<file path="src/rtl/float_pkg.sv">
// Shared float field helpers and reducer state encoding.
// Helpers take zero-extended fields so any exponent/mantissa width up to 64 bits works.
package float_pkg;

    localparam int DEF_EXP_W = 8;
    localparam int DEF_MAN_W = 23;

    typedef enum logic [1:0] {IDLE, ACCUM, DONE} state_t;

    function automatic int word_w(input int exp_w, input int man_w);
        return 1 + exp_w + man_w;
    endfunction

    function automatic logic is_nan(input logic [63:0] exp_f, input logic [63:0] man_f,
                                    input int exp_w);
        logic [63:0] ones;
        ones = (64'd1 << exp_w) - 64'd1;
        return (exp_f == ones) && (man_f != 64'd0);
    endfunction

    function automatic logic is_zero(input logic [63:0] exp_f, input logic [63:0] man_f);
        return (exp_f == 64'd0) && (man_f == 64'd0);
    endfunction

endpackage

</file>
<file path="src/rtl/float_cmp_param.sv">
// Combinational sign-magnitude float compare: gt/eq are only asserted for ordered (non-NaN) pairs,
// with +0 and -0 treated as equal.
module float_cmp_param
    import float_pkg::*;
#(
    parameter int EXP_W = 8,
    parameter int MAN_W = 23
) (
    input  logic [EXP_W+MAN_W:0] a,
    input  logic [EXP_W+MAN_W:0] b,
    output logic                 gt,
    output logic                 eq,
    output logic                 a_nan,
    output logic                 b_nan
);

    logic a_zero;
    logic b_zero;
    logic ord_gt;
    logic [EXP_W+MAN_W-1:0] a_mag;
    logic [EXP_W+MAN_W-1:0] b_mag;

    assign a_mag = a[EXP_W+MAN_W-1:0];
    assign b_mag = b[EXP_W+MAN_W-1:0];

    always_comb begin
        a_nan  = is_nan(64'(a[EXP_W+MAN_W-1:MAN_W]), 64'(a[MAN_W-1:0]), EXP_W);
        b_nan  = is_nan(64'(b[EXP_W+MAN_W-1:MAN_W]), 64'(b[MAN_W-1:0]), EXP_W);
        a_zero = is_zero(64'(a[EXP_W+MAN_W-1:MAN_W]), 64'(a[MAN_W-1:0]));
        b_zero = is_zero(64'(b[EXP_W+MAN_W-1:MAN_W]), 64'(b[MAN_W-1:0]));
        eq     = !a_nan && !b_nan && ((a_zero && b_zero) || (a == b));
        // Negatives order inversely by magnitude; mixed signs are decided by sign once zeros are folded into eq.
        case ({a[EXP_W+MAN_W], b[EXP_W+MAN_W]})
            2'b00:   ord_gt = a_mag > b_mag;
            2'b11:   ord_gt = a_mag < b_mag;
            2'b01:   ord_gt = 1'b1;
            default: ord_gt = 1'b0;
        endcase
        gt = !a_nan && !b_nan && !eq && ord_gt;
    end

endmodule

</file>
<file path="src/rtl/float_arg_reduce.sv">
// Streaming arg-max/arg-min over a last-delimited packet; result is registered and held until
// out_ready, with in_ready low while the result waits.
module float_arg_reduce
    import float_pkg::*;
#(
    parameter int EXP_W    = 8,
    parameter int MAN_W    = 23,
    parameter int IDX_W    = 8,
    parameter int MODE_MIN = 0
) (
    input  logic                 clk,
    input  logic                 rst,
    input  logic                 in_valid,
    output logic                 in_ready,
    input  logic [EXP_W+MAN_W:0] in_data,
    input  logic                 in_last,
    output logic                 out_valid,
    input  logic                 out_ready,
    output logic [EXP_W+MAN_W:0] out_data,
    output logic [IDX_W-1:0]     out_index,
    output logic [IDX_W:0]       out_count,
    output logic                 out_nan,
    output logic                 out_overflow
);

    localparam logic [IDX_W:0] CNT_ONE = {{IDX_W{1'b0}}, 1'b1};

    state_t state;
    state_t state_nxt;

    logic [EXP_W+MAN_W:0] best;
    logic [IDX_W-1:0]     best_idx;
    logic [IDX_W:0]       count;
    logic                 nan_seen;
    logic                 ovf_seen;

    logic [EXP_W+MAN_W:0] cmp_a;
    logic [EXP_W+MAN_W:0] cmp_b;
    logic cmp_gt, cmp_eq, cmp_a_nan, cmp_b_nan;
    logic elem_nan, best_nan, elem_ovf, replace, accept;

    // Arg-min is arg-max with the operands swapped; the element's NaN flag follows its operand slot.
    assign cmp_a = (MODE_MIN != 0) ? best : in_data;
    assign cmp_b = (MODE_MIN != 0) ? in_data : best;

    float_cmp_param #(.EXP_W(EXP_W), .MAN_W(MAN_W)) u_cmp (
        .a     (cmp_a),
        .b     (cmp_b),
        .gt    (cmp_gt),
        .eq    (cmp_eq),
        .a_nan (cmp_a_nan),
        .b_nan (cmp_b_nan)
    );

    assign elem_nan = (MODE_MIN != 0) ? cmp_b_nan : cmp_a_nan;
    assign best_nan = (MODE_MIN != 0) ? cmp_a_nan : cmp_b_nan;
    assign elem_ovf = count[IDX_W];
    assign replace  = !elem_nan && !elem_ovf && (best_nan || cmp_gt);
    assign accept   = in_valid && in_ready;

    assign in_ready     = (state != DONE);
    assign out_valid    = (state == DONE);
    assign out_data     = best;
    assign out_index    = best_idx;
    assign out_count    = count;
    assign out_nan      = nan_seen;
    assign out_overflow = ovf_seen;

    always_comb begin
        state_nxt = state;
        case (state)
            IDLE:    if (accept) state_nxt = in_last ? DONE : ACCUM;
            ACCUM:   if (accept && in_last) state_nxt = DONE;
            DONE:    if (out_ready) state_nxt = IDLE;
            default: state_nxt = IDLE;
        endcase
    end

    always_ff @(posedge clk) begin
        if (rst) begin
            state    <= IDLE;
            best     <= '0;
            best_idx <= '0;
            count    <= '0;
            nan_seen <= 1'b0;
            ovf_seen <= 1'b0;
        end else begin
            state <= state_nxt;
            case (state)
                IDLE: if (accept) begin
                    best     <= in_data;
                    best_idx <= '0;
                    count    <= CNT_ONE;
                    nan_seen <= elem_nan;
                    ovf_seen <= 1'b0;
                end
                ACCUM: if (accept) begin
                    if (replace) begin
                        best     <= in_data;
                        best_idx <= count[IDX_W-1:0];
                    end
                    if (!elem_ovf) count <= count + CNT_ONE;
                    nan_seen <= nan_seen | elem_nan;
                    ovf_seen <= ovf_seen | elem_ovf;
                end
                DONE: if (out_ready) begin
                    best     <= '0;
                    best_idx <= '0;
                    count    <= '0;
                    nan_seen <= 1'b0;
                    ovf_seen <= 1'b0;
                end
                default: ;
            endcase
        end
    end

endmodule

</file>
<file path="config.mk">
export PLATFORM = sky130hd
export DESIGN_NAME = float_arg_reduce
export DESIGN_NICKNAME = d
export VERILOG_FILES = /design/src/rtl/float_pkg.sv /design/src/rtl/float_cmp_param.sv /design/src/rtl/float_arg_reduce.sv
export SDC_FILE = /design/constraint.sdc
export NUM_CORES = 1
export LEC_CHECK = 0
export CAP_MARGIN = 10
export CELL_PAD_IN_SITES_DETAIL_PLACEMENT = 1
export CELL_PAD_IN_SITES_GLOBAL_PLACEMENT = 1
export CORE_MARGIN = 2
export CORE_UTILIZATION = 35
export CTS_CLUSTER_DIAMETER = 80
export DETAILED_ROUTE_END_ITERATION = 7
export GPL_ROUTABILITY_DRIVEN = 0
export PLACE_DENSITY = 0.76
export SLEW_MARGIN = 15
export SYNTH_ARGS = -nofsm -noshare
export SYNTH_HDL_FRONTEND = slang
export SYNTH_SLANG_ARGS = --single-unit
</file>
<file path="constraint.sdc">
create_clock -name clk -period 4.2 [get_ports clk]
set_clock_uncertainty 0.15 [all_clocks]
set_input_delay 0.84 -clock clk [delete_from_list [all_inputs] [get_ports clk]]
set_output_delay 0.84 -clock clk [all_outputs]
set_load 0.03 [all_outputs]
</file>
---- Word level (Yosys, flattened, before mapping) ----
Cells that the tools add are included.
Widths: inputs -> output; s select.
word-level totals
  bits in registers ....................... 53
  bits of input ports ..................... 37
  output and inout port bits .............. 53
  word-level logic and storage cells ...... 86
cells by class
  add/sub/neg operators ................... 1
  order comparisons ....................... 2
  eq/ne operators ......................... 14
  muxes and demuxes ....................... 28
  bitwise gates (word level) .............. 2
  reduce and logical (&&, ||, !) cells .... 32
operators with widths
  cell                 number
  $mux 32              4
  $pmux 32 s3          1
  $logic_not 23->1     2
  $reduce_bool 23->1   2
  $mux 9               4
  $eq 32x32->1         1
  $mux 8               4
  $gt 31x31->1         1
  $lt 31x31->1         1
  $pmux 9 s3           1
  $pmux 8 s3           1
  $eq 8x8->1 const B   2
  $logic_not 8->1      2
  $logic_and 1x1->1    13
  $ne 2x2->1 const B   6
  $reduce_and 5->1     2
  $add 9x1->9 const B  1
  $pmux 1 s3           3
  $mux 2               4
  $pmux 2 s3           1
  $mux 1               5
  $eq 2x1->1 const B   2
  $eq 2x2->1 const B   2
  $logic_not 1->1      4
  other kinds (7)      10

---- Logic depth before layout (Yosys ltp) ----
Gate-level depths: netlist of the first run.
  depth after elaboration ................. 13
  depth in mapped cells ................... 10
  gate-level depth less buffers ........... 9

---- Modules after synthesis ----
From an unflattened synthesis of the first run, not the netlist that was laid out.
second synthesis, totals
  cell total of the unflattened synthesis .. 451
  area total of the unflattened synthesis .. 3734.8 um2
by module, submodules not included
  module            times used  cells an instance  area an instance (um2)  seq. area each (um2)
  float_arg_reduce  1           300                2652.5                  1061.0
  float_cmp_param   1           151                1082.3                  0.0

---- Worst setup path before layout of the first run ----
Ideal clock, no wire load.
  path type ............................... in2reg
  start point ............................. input port in_data[22]
  end point ............................... register best[31] (netlist: out_data[31])
  setup time .............................. 58 ps
  arrival time ............................ 3028 ps
  data required time ...................... 3992 ps
  path slack .............................. 964 ps
  stages .................................. 9
  path buffers ............................ 1
  path through ............................ ha_1 > a21oi_1 > o21ai_1 > a221o_1 > or3_1 > o211a_2 > a2111oi_4 > buf_6 > a22o_2
between the ends
  longest elaborated chain between the ends .. 12
  elaborated cells between the ends (all ways) .. 21
  those cells by class .................... order compare (2); eq/ne (2); mux (1); reduce/logical (16)
ends and longest elaborated chain
  item                                                  RTL line                text
  start: declaration                                    float_arg_reduce.sv:15  input logic [EXP_W+MAN_W:0] in_data,
  branches (longest 9 deep; another with $lt 31x31->1)  n/a
  $logic_and 1x1->1 (*)                                 float_arg_reduce.sv:58  assign replace = !elem_nan && !elem_ovf && (best_nan || cmp_gt);
  $ne 2x2->1 (no line) (*)                              n/a
  $reduce_and 5->1 (no line) (*)                        n/a
  end signal: assignment                                float_arg_reduce.sv:91  best <= in_data;
  end signal: assignment                                float_arg_reduce.sv:99  best <= in_data;
  end: declaration                                      float_arg_reduce.sv:31  logic [EXP_W+MAN_W:0] best;
Every way passes the cells marked *.
A chain may end at the register's enable or synchronous reset.

---- Final worst setup path of the first run ----
  start point ............................. input port in_data[29]
  end point ............................... register best[20] (netlist: out_data[20])
between the ends
  longest elaborated chain between the ends .. 12
  elaborated cells between the ends (all ways) .. 21
  those cells by class .................... order compare (2); eq/ne (3); mux (1); reduce/logical (15)
ends and longest elaborated chain
  item                                                  RTL line
  branches (longest 9 deep; another with $lt 31x31->1)  n/a
  $logic_and 1x1->1 (*)                                 float_arg_reduce.sv:58
  $ne 2x2->1 (no line) (*)                              n/a
  $reduce_and 5->1 (no line) (*)                        n/a
Marks and branches as above.

==> summary.txt, run 1 <==
outcome = complete, no violations
H-Tree Depth = 2
first-pass GRT wire length = 15,400 um
LEAKAGE = 0.00163 uW
Met3 Wirelength = 304 um
met1 wire length = 4240 um
1st-pass router iterations = 4
final WL = 9220 um
Diodes inserted = 0
1st-iter DRT viols = 93
vias per cell = 5.47
crit path DAT = 3.78 ns
largest net degree at the start of global routing = 33
DRC = 0
CP max-delay cell = or4_1
family with the most delay on the worst path = compound AO/OA/AOI/OAI gates
share of the synthesized area in the top cell type = 33.6%
I/O pin total = 90
Hold WC Path Type = flip-flop to flip-flop
synth cell count leaders = dfxtp_1, inv_1, ha_1
CP startpoint kind = primary input
FMAX = 0.268 GHz
minimum clock period = 3.73 ns
vias in the first global route = 3,200
WL/cell = 16.6 um
# Post-CTS Setup Buffers = 0
setup violators final = 0
synthesis-to-layout area growth = 35.1%
worst slew pin tran = 0.656 ns
total clock sinks = 53
worst relative slew slack = 56.3%
period utilization = 88.8%
Core Area = 8720 um^2
Pins Over Slew Limit = 0
Clk Latency, worst-skew pair = 0.30 ns
Synth cell types = 47
Critical Path End Type = flip-flop
PortBufs = 89
gr usage total = 19.1%
Synth Register Bits = 53
required time of the critical path = 4.25 ns
Post-synth EDFFs = 0
most used cell, CP = a22o_2
final hold violations = 0
Post-DP Area = 4180 um^2
Netlist Area Pre-Place = 3160 um^2
initial antenna violation count = 0
CTS tree = yes
Post-synth ARST share = 0%
Nets = 525
Longest Clk Path Bufs = 2
Synth area leaders = dfxtp_1, ha_1, a22o_2
final design area excluding fillers = 4270 um^2
site row count = 34
largest fanout on the critical path = 32
Die Span Y = 99.0 um
Mapped Cells = 355
setup_tns = 0 ns
GRT Residual Overflow = 0
sequential area share after synthesis = 33.6%
layout cells sized above 1 = 10.0%
CTS root buffer = clkbuf_8
PwrDens = 402 nW/um^2
Synth area leader = dfxtp_1
Syn Nets = 432
Primary FF master, synth = dfxtp_1
Routed Antenna Nets = 0
syn_area_per_cell = 8.90 um^2
clk slew on worst S/H paths = 0.10 ns
CTS buffer count = 5
crit path buf inv count = 1
Max IR drop VDD = 159 uV
most common cell in the synthesized netlist = dfxtp_1
# resized after CTS = 0
Max Cap Viol = 0
top sig layer = met4
die area = 9800 um^2
crit-path cells = clkdlybuf4s50_1, ha_1, nand4_2, or4_1, a2111o_1, o211a_2, a22o_2, a22o_2
hold buffers post-CTS = 0
Vias = 3,044
Setup Crit Path Kind = primary input to flip-flop
RSZ-0062 raised after global routing = no
hpwl dp = 7240 um
slowest stage delay, CP = 0.58 ns
Initial Util = 36.2%
DR WL met2 = 4620 um
die width = 99.0 um
yosys warns = 0
worst reg2reg max path, cell delays in order (launching register included):
cell and delay, ns:
dfxtp_1 0.44, inv_1 0.07, ha_1 0.31, a21oi_1 0.17, o21ai_1 0.10, a221o_1 0.36, or3_1 0.35, o211a_2 0.29
a22o_2 0.48, a22o_2 0.36
routing by layer:
| metal | global-route usage [%] | vias up |
|---|---|---|
| met4 | 3.58 | 0 |
| met2 | 33.6 | 52 |
| li1 | - | 1490 |
| met1 | 24.7 | 1498 |
| met3 | 3.26 | 4 |
| met5 | 0 | - |
power by group:
group          internal, uW  total [uW]  switching, uW
clock                   131         305            174
combinational           338         767            429
sequential              569         646           76.9
cell type report:
| type | instances | area (um^2) |
|---|---|---|
| flip-flops and latches | 53 | 1060 |
| fillers | 1022 | 4450 |
| clock inverters | 1 | 7.51 |
| clock buffers | 6 | 82.6 |
| inverters | 44 | 165 |
| well taps | 108 | 135 |
| repair buffers | 94 | 941 |
| multi-input cells | 250 | 1880 |
cells by family after synthesis:
logic type / count (synthesis) / synth area share, %
fa+ha+maj: 40 / 15.8
simple gates: 114 / 18.4
buf+inv: 52 / 7.01
xor+xnor: 5 / 1.39
flops: 53 / 33.6
compound gates: 83 / 21.2
mux: 8 / 2.53
cells in the final DEF (no fill, tap or decap), types with 4 or more instances in the layout:
| cell | synthesis | routed |
|---|---|---|
| a21oi_1 | 15 | 15 |
| a22o_1 | 6 | 6 |
| a22o_2 | 27 | 27 |
| and3_1 | 5 | 5 |
| buf_4 | 0 | 4 |
| clkbuf_8 | 0 | 6 |
| clkdlybuf4s50_1 | 0 | 89 |
| dfxtp_1 | 53 | 53 |
| ha_1 | 40 | 40 |
| inv_1 | 43 | 43 |
| mux2i_1 | 8 | 8 |
| nand2_1 | 36 | 36 |
| nand3_1 | 8 | 8 |
| nand4_1 | 13 | 13 |
| nor2_1 | 17 | 17 |
| nor3_1 | 5 | 5 |
| nor4_1 | 17 | 17 |
| o21ai_0 | 9 | 9 |
| xor2_1 | 4 | 4 |
metrics by stage:
step	setup slack [ns]	util, %	hold WS, ns	std cells	power [uW]
after detailed placement	0.160	47.9	0.313	549	1430
after CTS	0.478	49.0	0.327	556	1740
after global routing	0.304	49.0	0.345	556	1830
final	0.470	49.0	0.319	556	1720
after global placement	0.235	47.9	0.295	549	1400
after floorplan	0.964	-	0.319	355	1130
state kept, by name, summed over array words and instances, names as in the netlist:
register / count
out_index: 8
out_overflow: 1
out_nan: 1
state: 2
out_data: 32
out_count: 9
path summary, 6_finish.rpt:
check | from | endpoint | slack [ns] | cells past startpoint
worst max-delay path | in_data[29] | out_data[20] | 0.47 | 8
worst min-delay path | out_index[0] | out_index[0] | 0.32 | 2
worst max register to register | out_data[22] | out_data[20] | 1.01 | 9
worst min register to register | out_index[0] | out_index[0] | 0.32 | 2
Note: power is estimated with default switching activity, not from simulation.
==> inputs of run 2 (changes only) <==
--- a/config.mk
+++ b/config.mk
@@ -5,7 +5,6 @@
 export SDC_FILE = /design/constraint.sdc
 export NUM_CORES = 1
 export LEC_CHECK = 0
-export CAP_MARGIN = 10
 export CELL_PAD_IN_SITES_DETAIL_PLACEMENT = 1
 export CELL_PAD_IN_SITES_GLOBAL_PLACEMENT = 1
 export CORE_MARGIN = 2
==> results of run 2 <==
Final layout, timing and power as in run 1 (identical DEF).
==> inputs of run 3 (changes only) <==
--- a/config.mk
+++ b/config.mk
@@ -13,6 +13,7 @@
 export DETAILED_ROUTE_END_ITERATION = 7
 export GPL_ROUTABILITY_DRIVEN = 0
 export PLACE_DENSITY = 0.76
+export SKIP_LAST_GASP = 1
 export SLEW_MARGIN = 15
 export SYNTH_ARGS = -nofsm -noshare
 export SYNTH_HDL_FRONTEND = slang
==> results of run 3 <==
Final layout, timing and power as in run 1 (identical DEF).
